File: src/rtl/muldiv_iter_pkg.sv
// rtl/muldiv_iter_pkg.sv - shared muldiv instruction codes, FSM encoding and decode helpers
package muldiv_iter_pkg;

  localparam int XLEN = 32;

  typedef enum logic [1:0] {
    S_IDLE = 2'd0,
    S_BUSY = 2'd1,
    S_DONE = 2'd2
  } state_t;

  localparam logic [7:0] INST_NOP    = 8'h00;
  localparam logic [7:0] INST_ADD    = 8'h01;
  localparam logic [7:0] INST_MUL    = 8'h40;
  localparam logic [7:0] INST_MULH   = 8'h41;
  localparam logic [7:0] INST_MULHSU = 8'h42;
  localparam logic [7:0] INST_MULHU  = 8'h43;
  localparam logic [7:0] INST_DIV    = 8'h44;
  localparam logic [7:0] INST_DIVU   = 8'h45;
  localparam logic [7:0] INST_REM    = 8'h46;
  localparam logic [7:0] INST_REMU   = 8'h47;

  function automatic logic is_muldiv(input logic [7:0] inst);
    return inst inside {INST_MUL, INST_MULH, INST_MULHSU, INST_MULHU,
                        INST_DIV, INST_DIVU, INST_REM, INST_REMU};
  endfunction

  function automatic logic is_div_op(input logic [7:0] inst);
    return inst inside {INST_DIV, INST_DIVU, INST_REM, INST_REMU};
  endfunction

  function automatic logic is_rem_op(input logic [7:0] inst);
    return inst inside {INST_REM, INST_REMU};
  endfunction

endpackage

File: src/rtl/muldiv_step.sv
// rtl/muldiv_step.sv - one radix-2 shift-add or restoring-subtract step on a 64-bit work register
module muldiv_step (
  input  logic        is_div,
  input  logic [63:0] work_in,
  input  logic [31:0] operand,
  output logic [63:0] work_out
);

  logic [32:0] sum;
  logic [32:0] shifted;
  logic [32:0] diff;

  // Divide keeps remainder in [63:32] and dividend/quotient in [31:0]; multiply keeps
  // the accumulator high and the multiplier low, shifting right each step.
  always_comb begin
    sum      = {1'b0, work_in[63:32]} + (work_in[0] ? {1'b0, operand} : 33'd0);
    shifted  = {work_in[63:32], work_in[31]};
    diff     = shifted - {1'b0, operand};
    work_out = {sum, work_in[31:1]};
    if (is_div) begin
      if (!diff[32]) begin
        work_out = {diff[31:0], work_in[30:0], 1'b1};
      end else begin
        work_out = {shifted[31:0], work_in[30:0], 1'b0};
      end
    end
  end

endmodule

File: src/rtl/muldiv_iter.sv
// rtl/muldiv_iter.sv - iterative multiply/divide responder for the execute stage
module muldiv_iter
  import muldiv_iter_pkg::*;
#(
  parameter int BITS_PER_CYCLE = 1
) (
  input  logic        clk_i,
  input  logic        rst_i,
  input  logic [7:0]  inst_i,
  input  logic [31:0] reg1_data_i,
  input  logic [31:0] reg2_data_i,
  output logic [31:0] data_o,
  output logic        ready_o,
  output logic        exception_o
);

  localparam int STEPS = XLEN / BITS_PER_CYCLE;

  if (BITS_PER_CYCLE != 1 && BITS_PER_CYCLE != 2 && BITS_PER_CYCLE != 4) begin : g_bad_bpc
    $error("muldiv_iter: BITS_PER_CYCLE must be 1, 2 or 4");
  end

  state_t      state, state_next;
  logic        md_hit;
  logic [7:0]  op_q;
  logic [31:0] opnd_q;
  logic [63:0] work_q;
  logic        neg_a_q, neg_b_q;
  logic [5:0]  count_q;
  logic [31:0] data_q;
  logic        exc_q;

  logic        in_div, in_rem, sign_a, sign_b, neg_a, neg_b;
  logic [31:0] mag_a, mag_b;
  logic        div_zero, div_ovf, fast;
  logic [31:0] fast_data;

  always_comb begin
    md_hit    = is_muldiv(inst_i);
    in_div    = is_div_op(inst_i);
    in_rem    = is_rem_op(inst_i);
    sign_a    = inst_i inside {INST_MULH, INST_MULHSU, INST_DIV, INST_REM};
    sign_b    = inst_i inside {INST_MULH, INST_DIV, INST_REM};
    neg_a     = sign_a & reg1_data_i[31];
    neg_b     = sign_b & reg2_data_i[31];
    mag_a     = neg_a ? -reg1_data_i : reg1_data_i;
    mag_b     = neg_b ? -reg2_data_i : reg2_data_i;
    div_zero  = in_div & (reg2_data_i == 32'd0);
    div_ovf   = (inst_i == INST_DIV || inst_i == INST_REM) &&
                (reg1_data_i == 32'h8000_0000) && (reg2_data_i == 32'hFFFF_FFFF);
    fast      = md_hit & (div_zero | div_ovf);
    if (div_zero) begin
      fast_data = in_rem ? reg1_data_i : 32'hFFFF_FFFF;
    end else begin
      fast_data = in_rem ? 32'd0 : 32'h8000_0000;
    end
  end

  logic [63:0] chain [BITS_PER_CYCLE+1];
  logic [63:0] work_next;

  assign chain[0] = work_q;

  for (genvar g = 0; g < BITS_PER_CYCLE; g++) begin : g_step
    muldiv_step u_step (
      .is_div   (is_div_op(op_q)),
      .work_in  (chain[g]),
      .operand  (opnd_q),
      .work_out (chain[g+1])
    );
  end

  assign work_next = chain[BITS_PER_CYCLE];

  logic [63:0] prod_s;
  logic [31:0] quo_s, rem_s, result;

  // Operand sign flags are only set for signed ops, so unsigned ops never get negated.
  always_comb begin
    prod_s = (neg_a_q ^ neg_b_q) ? -work_next : work_next;
    quo_s  = (neg_a_q ^ neg_b_q) ? -work_next[31:0] : work_next[31:0];
    rem_s  = neg_a_q ? -work_next[63:32] : work_next[63:32];
    if (is_div_op(op_q)) begin
      result = is_rem_op(op_q) ? rem_s : quo_s;
    end else begin
      result = (op_q == INST_MUL) ? prod_s[31:0] : prod_s[63:32];
    end
  end

  always_ff @(posedge clk_i) begin
    if (rst_i) begin
      state <= S_IDLE;
    end else begin
      state <= state_next;
    end
  end

  always_comb begin
    state_next = state;
    case (state)
      S_IDLE:  if (md_hit) state_next = fast ? S_DONE : S_BUSY;
      S_BUSY: begin
        if (!md_hit) begin
          state_next = S_IDLE;
        end else if (count_q == 6'd1) begin
          state_next = S_DONE;
        end
      end
      S_DONE:  state_next = S_IDLE;
      default: state_next = S_IDLE;
    endcase
  end

  always_comb begin
    ready_o     = !rst_i && ((state == S_DONE) || (state == S_IDLE && !md_hit));
    exception_o = !rst_i && (state == S_DONE) && exc_q;
  end

  always_ff @(posedge clk_i) begin
    if (rst_i) begin
      op_q    <= INST_NOP;
      opnd_q  <= 32'd0;
      work_q  <= 64'd0;
      neg_a_q <= 1'b0;
      neg_b_q <= 1'b0;
      count_q <= 6'd0;
      data_q  <= 32'd0;
      exc_q   <= 1'b0;
    end else begin
      case (state)
        S_IDLE: begin
          if (md_hit) begin
            op_q    <= inst_i;
            neg_a_q <= neg_a;
            neg_b_q <= neg_b;
            opnd_q  <= in_div ? mag_b : mag_a;
            work_q  <= {32'd0, (in_div ? mag_a : mag_b)};
            count_q <= 6'(STEPS);
            exc_q   <= fast & div_zero;
            if (fast) data_q <= fast_data;
          end
        end
        S_BUSY: begin
          if (md_hit) begin
            work_q  <= work_next;
            count_q <= count_q - 6'd1;
            if (count_q == 6'd1) data_q <= result;
          end
        end
        default: exc_q <= 1'b0;
      endcase
    end
  end

  assign data_o = data_q;

endmodule

File: config.mk
export PLATFORM = sky130hd
export DESIGN_NAME = muldiv_iter
export DESIGN_NICKNAME = d
export VERILOG_FILES = /design/src/rtl/muldiv_iter_pkg.sv /design/src/rtl/muldiv_step.sv /design/src/rtl/muldiv_iter.sv
export SDC_FILE = /design/constraint.sdc
export NUM_CORES = 1
export LEC_CHECK = 0
export CORE_ASPECT_RATIO = 0.75
export CORE_MARGIN = 2
export CORE_UTILIZATION = 48
export DETAILED_ROUTE_END_ITERATION = 16
export PLACE_DENSITY = 0.67
export SYNTH_ARGS = -nofsm -noshare
export SYNTH_HDL_FRONTEND = slang
export SYNTH_SLANG_ARGS = --single-unit
File: constraint.sdc
create_clock -name clk_i -period 13.55 [get_ports clk_i]
set_clock_uncertainty 0.15 [all_clocks]
set_input_delay 2.71 -clock clk_i [delete_from_list [all_inputs] [get_ports clk_i]]
set_output_delay 2.71 -clock clk_i [all_outputs]
set_load 0.05 [all_outputs]
==> summary.txt, run 1 <==
first-pass GRT wire length: 112000 um
Synth area leader: dfxtp_1
status: finished clean
# setup viols final: 0
relative slew slack: 6.04%
Starting Density: 48.6%
Mapped Avg Cell Area: 6.84 um^2
post-CTS setup buffer count: 0
final wirelength: 76400 um
GR Overflow Total: 0
initial antenna violation count: 2
H-tree levels: 4
n_diodes: 0
vias in the first global route: 17300
number of vias per cell: 6.83
area of the multi-input gates: 0.0129 mm^2
critical path required time: 10.69 ns
Final Cycle Share: 58.8%
Fin Setup TNS: 0 ns
root buffer cell: clkbuf_16
CP Class: input pin to output port
Yosys warning total: 0
Cell Rows: 59
RD Place Congestion: 1.07
Arr. time, crit path: 5.10 ns
MaxCap Viol Count: 0
Leak: 7.24 nW
dominant synthesized flop cell: dfxtp_1
DRT iter0 DRCs: 3161
most frequent cell after synthesis: nand2_1
clk_lat worst skew: 0.46 ns
Hold Buf Count CTS: 0
Unique masters post-synth: 109
clock share of power: 42.3%
P per Cell Area: 65.2 mW/mm^2
Gate power share: 21.5%
pin count of the biggest net entering global routing: 85
average wire per standard cell: 26.2 um
Area contributors post-synth: dfxtp_1 18%, a21oi_1 7.0%, nand2_1 6.5%
CP Capture Type: output port
layout cells sized above 1: 5.36%
FMAX: 0.126 GHz
cell area after synthesis: 0.0168 mm^2
register clock-pin slew on the reported worst setup and hold paths: 0.06 ns
switching pwr: 0.398 mW
Clock Path Buffers: 2
# fillers: 3495
nets@finish: 2595
clock sink count: 147
DRT Pass-1 Iters: 6
ANT nets after route: 0
RSZ-0062 raised after global routing: no
post-cts sizing count: 0
core box area: 0.0345 mm^2
peak fanout along the critical path: 48
CTS tree: yes
Die Ht: 166 um
GR Util met3: 12.9%
Mapped Cells: 2453
M2 GR Usage: 53.0%
Critical Path Start Type: input pin
Pint: 0.817 mW
die area: 0.0365 mm^2
fin. max-slew vios: 0
CTS Buf Count: 17
Synth-to-Final Area Change: 11.2%
total power: 1.22 mW
Seq pwr share: 36.3%
Die Wd: 220 um
fin crit period: 7.96 ns
Global Route Usage Sum: 40.7%
ys async rst share: 0%
synthesized flop and latch total: 147
worst slew pin tran: 1.40 ns
IO buf count: 107
post-synthesis sequential area ratio: 17.5%
DRC viols: 0
share of the synthesized area in the top cell type: 17.5%
met1 usage: 61.6%
min-delay worst type: flip-flop to flip-flop
switching share of power: 32.8%
Post-synth top cells: 289 x nand2_1, 271 x nor2_1, 236 x a21oi_1
Post-DP HPWL: 59300 um
GRT busiest layer: met1
Peak VDD IR: 0.0000751 V
via count: 19900
Post-synth EDFFs: 0
Reg area: 0.00294 mm^2
hold violation count in the final report: 0
Net Count, Synth: 2600
# IOs: 108
flip-flops by register name (all words and copies together) (netlist names), 2 cells and up:
signal   cells
work_q      64
data_o      32
opnd_q      32
op_q         8
count_q      6
state        2
path summary, 6_finish.rpt:
path | start | slack [ns] | to | cells after the start
min reg2reg | opnd_q[5] | 0.31 | opnd_q[5] | 2
max | inst_i[7] | 5.59 | ready_o | 7
max reg2reg | work_q[31] | 6.52 | data_o[6] | 22
min | opnd_q[5] | 0.31 | opnd_q[5] | 2
final cells by class:
cell class	instances	area share, %
Multi-Input combinational cell	2070	69.4
Sequential cell	147	15.8
Timing Repair Buffer	141	7.10
Tap cell	457	3.07
Clock buffer	20	2.45
Inverter	71	1.43
Clock inverter	12	0.825
metrics by stage:
stage	setup WS [ns]	hold slack [ns]	instance area (um^2)	instances	utilization (%)
floorplan	6.50	0.290	16800	2453	-
finish	5.59	0.312	18600	2918	54.0
global placement	5.64	0.305	18000	2886	52.2
global route	5.40	0.337	18600	2918	54.0
detailed placement	5.63	0.309	18000	2886	52.2
CTS	5.62	0.317	18600	2918	54.0
worst max-delay path, cell delays in order:
cell	delay, ns
clkdlybuf4s50_1	0.40
nor4_1	0.38
nand2_1	0.21
nor2_2	0.12
buf_4	0.43
nor3_1	0.10
clkdlybuf4s50_1	0.74
layout by cell type (no fill, tap or decap), drive strengths merged, types with 8 or more instances in the layout:
master           n
nor4            23
nor3           107
buf             35
and2            51
nand2          290
o211ai          60
o21ai          180
clkbuf          20
a21oi          238
a211oi          42
a221oi          27
nand2b          20
a22oi           21
xor2            84
a211o           11
o21bai           9
inv             72
a311oi          14
and3            23
o221ai          26
dfxtp          147
xnor2           90
or4              9
o2111ai          9
nand4           31
ha              71
nor2b            8
nor2           272
o31ai           30
nand3           58
a31oi           34
a21o            34
mux2i           28
o21a            17
clkdlybuf4s50  106
or3             25
and4            10
cell families (layout without fill, tap and decap cells):
logic type,Yosys count,count (layout),share of synthesized area (%)
flip-flops,147,147,17.5
adder cells (fa/ha/maj),73,73,5.53
XOR/XNOR,174,174,9.08
buffers and inverters,236,244,5.71
multiplexers,32,32,1.96
AO/OA/AOI/OAI,829,829,32.8
AND/OR/NAND/NOR,962,962,27.3
power groups by stage:
| stage | Clock [mW] | Combinational, mW | Sequential, mW |
|---|---|---|---|
| final | 0.514 | 0.261 | 0.441 |
| after global routing | 0.529 | 0.273 | 0.441 |
| after CTS | 0.513 | 0.248 | 0.441 |
| after detailed placement | 0 | 0.247 | 0.450 |
| after global placement | 0 | 0.245 | 0.450 |
| after floorplan | 0 | 0.146 | 0.448 |
per-layer routing:
metal / routed length (um) / share of wire, %
met5: 27 / 0.035
met1: 33100 / 43
met4: 2580 / 3.4
met2: 29400 / 38
met3: 11200 / 15
(Power assumes the default switching activity.)
==> run 2, diff against run 1 <==
==> constraint.sdc (replaced) <==
create_clock -name clk_i -period 7.8 [get_ports clk_i]
set_clock_uncertainty 0.15 [all_clocks]
set_input_delay 1.56 -clock clk_i [delete_from_list [all_inputs] [get_ports clk_i]]
set_output_delay 1.56 -clock clk_i [all_outputs]
set_load 0.05 [all_outputs]
==> summary.txt, run 2 (synthesis results as in run 1) <==
status: finished clean
Clock Path Buffers: 2 (unchanged)
H-tree levels: 4 (unchanged)
DRT iter0 DRCs: 3389 (+7.2%)
relative slew slack: 7.13% (+1.1 points)
Critical Path Start Type: flip-flop
CP Capture Type: flip-flop
clk_lat worst skew: 0.48 ns (+0.02 ns)
post-CTS setup buffer count: 0 (unchanged)
vias in the first global route: 17300 (+0.35%)
MaxCap Viol Count: 0 (unchanged)
Gate power share: 22.1% (+0.6 points)
critical path required time: 7.97 ns (-2.72 ns)
switching share of power: 35.2% (+2.5 points)
DRC viols: 0 (unchanged)
# setup viols final: 0 (unchanged)
FMAX: 0.164 GHz
commonest cells after routing, fill and taps aside: 288 x nand2_1, 268 x nor2_1, 236 x a21oi_1
Starting Density: 48.6% (unchanged)
die area: 0.0365 mm^2 (unchanged)
root buffer cell: clkbuf_16
number of vias per cell: 6.81 (-0.22%)
min-delay src: opnd_q[8]
initial antenna violation count: 3 (+1)
register clock-pin slew on the reported worst setup and hold paths: 0.08 ns (+0.02 ns)
hold violation count in the final report: 0 (unchanged)
pre-CTS WS: 1.44 ns (-4.19 ns)
total power: 2.05 mW (+69%)
CTS Buf Count: 17 (unchanged)
dpl cell area: 0.0181 mm^2 (+0.11%)
Synth-to-Final Area Change: 11.0%
Die Ht: 166 um (unchanged)
most common cell after layout, fill and taps aside: nand2_1
worst slew pin tran: 1.36 ns (-0.0407 ns)
Global Route Usage Sum: 41.2% (+0.50 points)
Seq pwr share: 37.3% (+1.0 points)
Worst Slack Setup Final: 1.70 ns (-3.89 ns)
peak fanout along the critical path: 18 (-63%)
layout cells sized above 1: 5.44% (+0.079 points)
clock share of power: 40.5% (-1.8 points)
min-delay worst type: flip-flop to flip-flop
fin crit period: 6.10 ns
switching pwr: 0.722 mW (+81%)
area of the multi-input gates: 0.0129 mm^2 (unchanged)
P per Cell Area: 110 mW/mm^2 (+69%)
CP startpoint: work_q[57]
RSZ-0062 raised after global routing: no
Reg area: 0.00294 mm^2 (unchanged)
Post-DP HPWL: 60300 um (+1.6%)
Arr. time, crit path: 6.27 ns (+1.17 ns)
clock sink count: 147 (unchanged)
Die Wd: 220 um (unchanged)
CTS tree: yes
Hold Buf Count CTS: 0 (unchanged)
Cell Rows: 59 (unchanged)
Pint: 1.33 mW (+62%)
Final Core Density: 53.9% (-0.10 points)
via count: 19900 (-0.16%)
# fillers: 3428 (-1.9%)
post-cts sizing count: 0 (unchanged)
Fin Setup TNS: 0 ns (unchanged)
IO buf count: 107 (unchanged)
first-pass GRT wire length: 113000 um (+1.0%)
ANT nets after route: 0 (unchanged)
nets@finish: 2596 (+0.039%)
average wire per standard cell: 26.5 um (+1.1%)
Peak VDD IR: 0.000147 V (+96%)
# IOs: 108 (unchanged)
fin. max-slew vios: 0 (unchanged)
core box area: 0.0345 mm^2 (unchanged)
Leak: 7.21 nW (-0.28%)
CP Class: flip-flop to flip-flop
max reg flops: 64 (unchanged)
Final Cycle Share: 78.2%
pin count of the biggest net entering global routing: 84 (-1.2%)
GR Overflow Total: 0 (unchanged)
final instance area: 0.0186 mm^2 (-0.19%)
DRT Pass-1 Iters: 6 (unchanged)
final wirelength: 77200 um (+1.2%)
Worst R2R Start: work_q[57]
Biggest register: work_q
RD Place Congestion: 1.06 (-1.5%)
==> run 2: routing by layer <==
layer	GRT usage, %	up-vias	routed length, um
met5	0	-	13
met1	61.4	9432	33800
met2	53.3	1303	29600
met4	13.8	2	2810
met3	14.9	144	10900
li1	-	9017	-
==> run 2: layout make-up <==
cell class / instances / share of cell area (%)
Inverter: 71 / 1.43
Antenna cell: 1 / 0.0134
Clock inverter: 14 / 0.612
Sequential cell: 147 / 15.8
Timing Repair Buffer: 142 / 7.22
Multi-Input combinational cell: 2070 / 69.5
Tap cell: 457 / 3.07
Clock buffer: 18 / 2.36
==> run 2: stage by stage <==
step           cells  hold slack, ns
2_1_floorplan   2453           0.290
3_3_place_gp    2887           0.301
3_5_place_dp    2887           0.311
4_1_cts         2919           0.318
5_1_grt         2919           0.337
6_report        2920           0.317
==> run 2: power groups by stage <==
stage	Combinational, mW	Sequential [mW]	Clock [mW]
after floorplan	0.254	0.779	0
after CTS	0.430	0.765	0.831
after global placement	0.426	0.782	0
final	0.453	0.765	0.830
after global routing	0.475	0.765	0.856
after detailed placement	0.428	0.782	0
==> run 2: path summary, 6_finish.rpt <==
check                    end  slack, ns  cells past startpoint
setup / recovery  data_o[10]       1.70                     17
hold / removal     opnd_q[8]       0.32                      2
setup reg to reg  data_o[10]       1.70                     17
hold reg to reg    opnd_q[8]       0.32                      2
==> run 2: worst max-delay path, cell delays in order, from the launching register on <==
cell,delay (ns)
dfxtp_1,0.44
ha_1,0.34
a21o_1,0.20
a21oi_1,0.27
o2111ai_1,0.24
a21oi_1,0.47
a21oi_4,0.11
buf_4,0.22
nor2_1,0.60
a211oi_1,0.16
a21oi_1,0.35
ha_1,0.27
o311ai_1,0.23
or4_1,0.65
o31ai_1,0.34
xnor2_1,0.13
a221oi_1,0.66
nor3_1,0.09
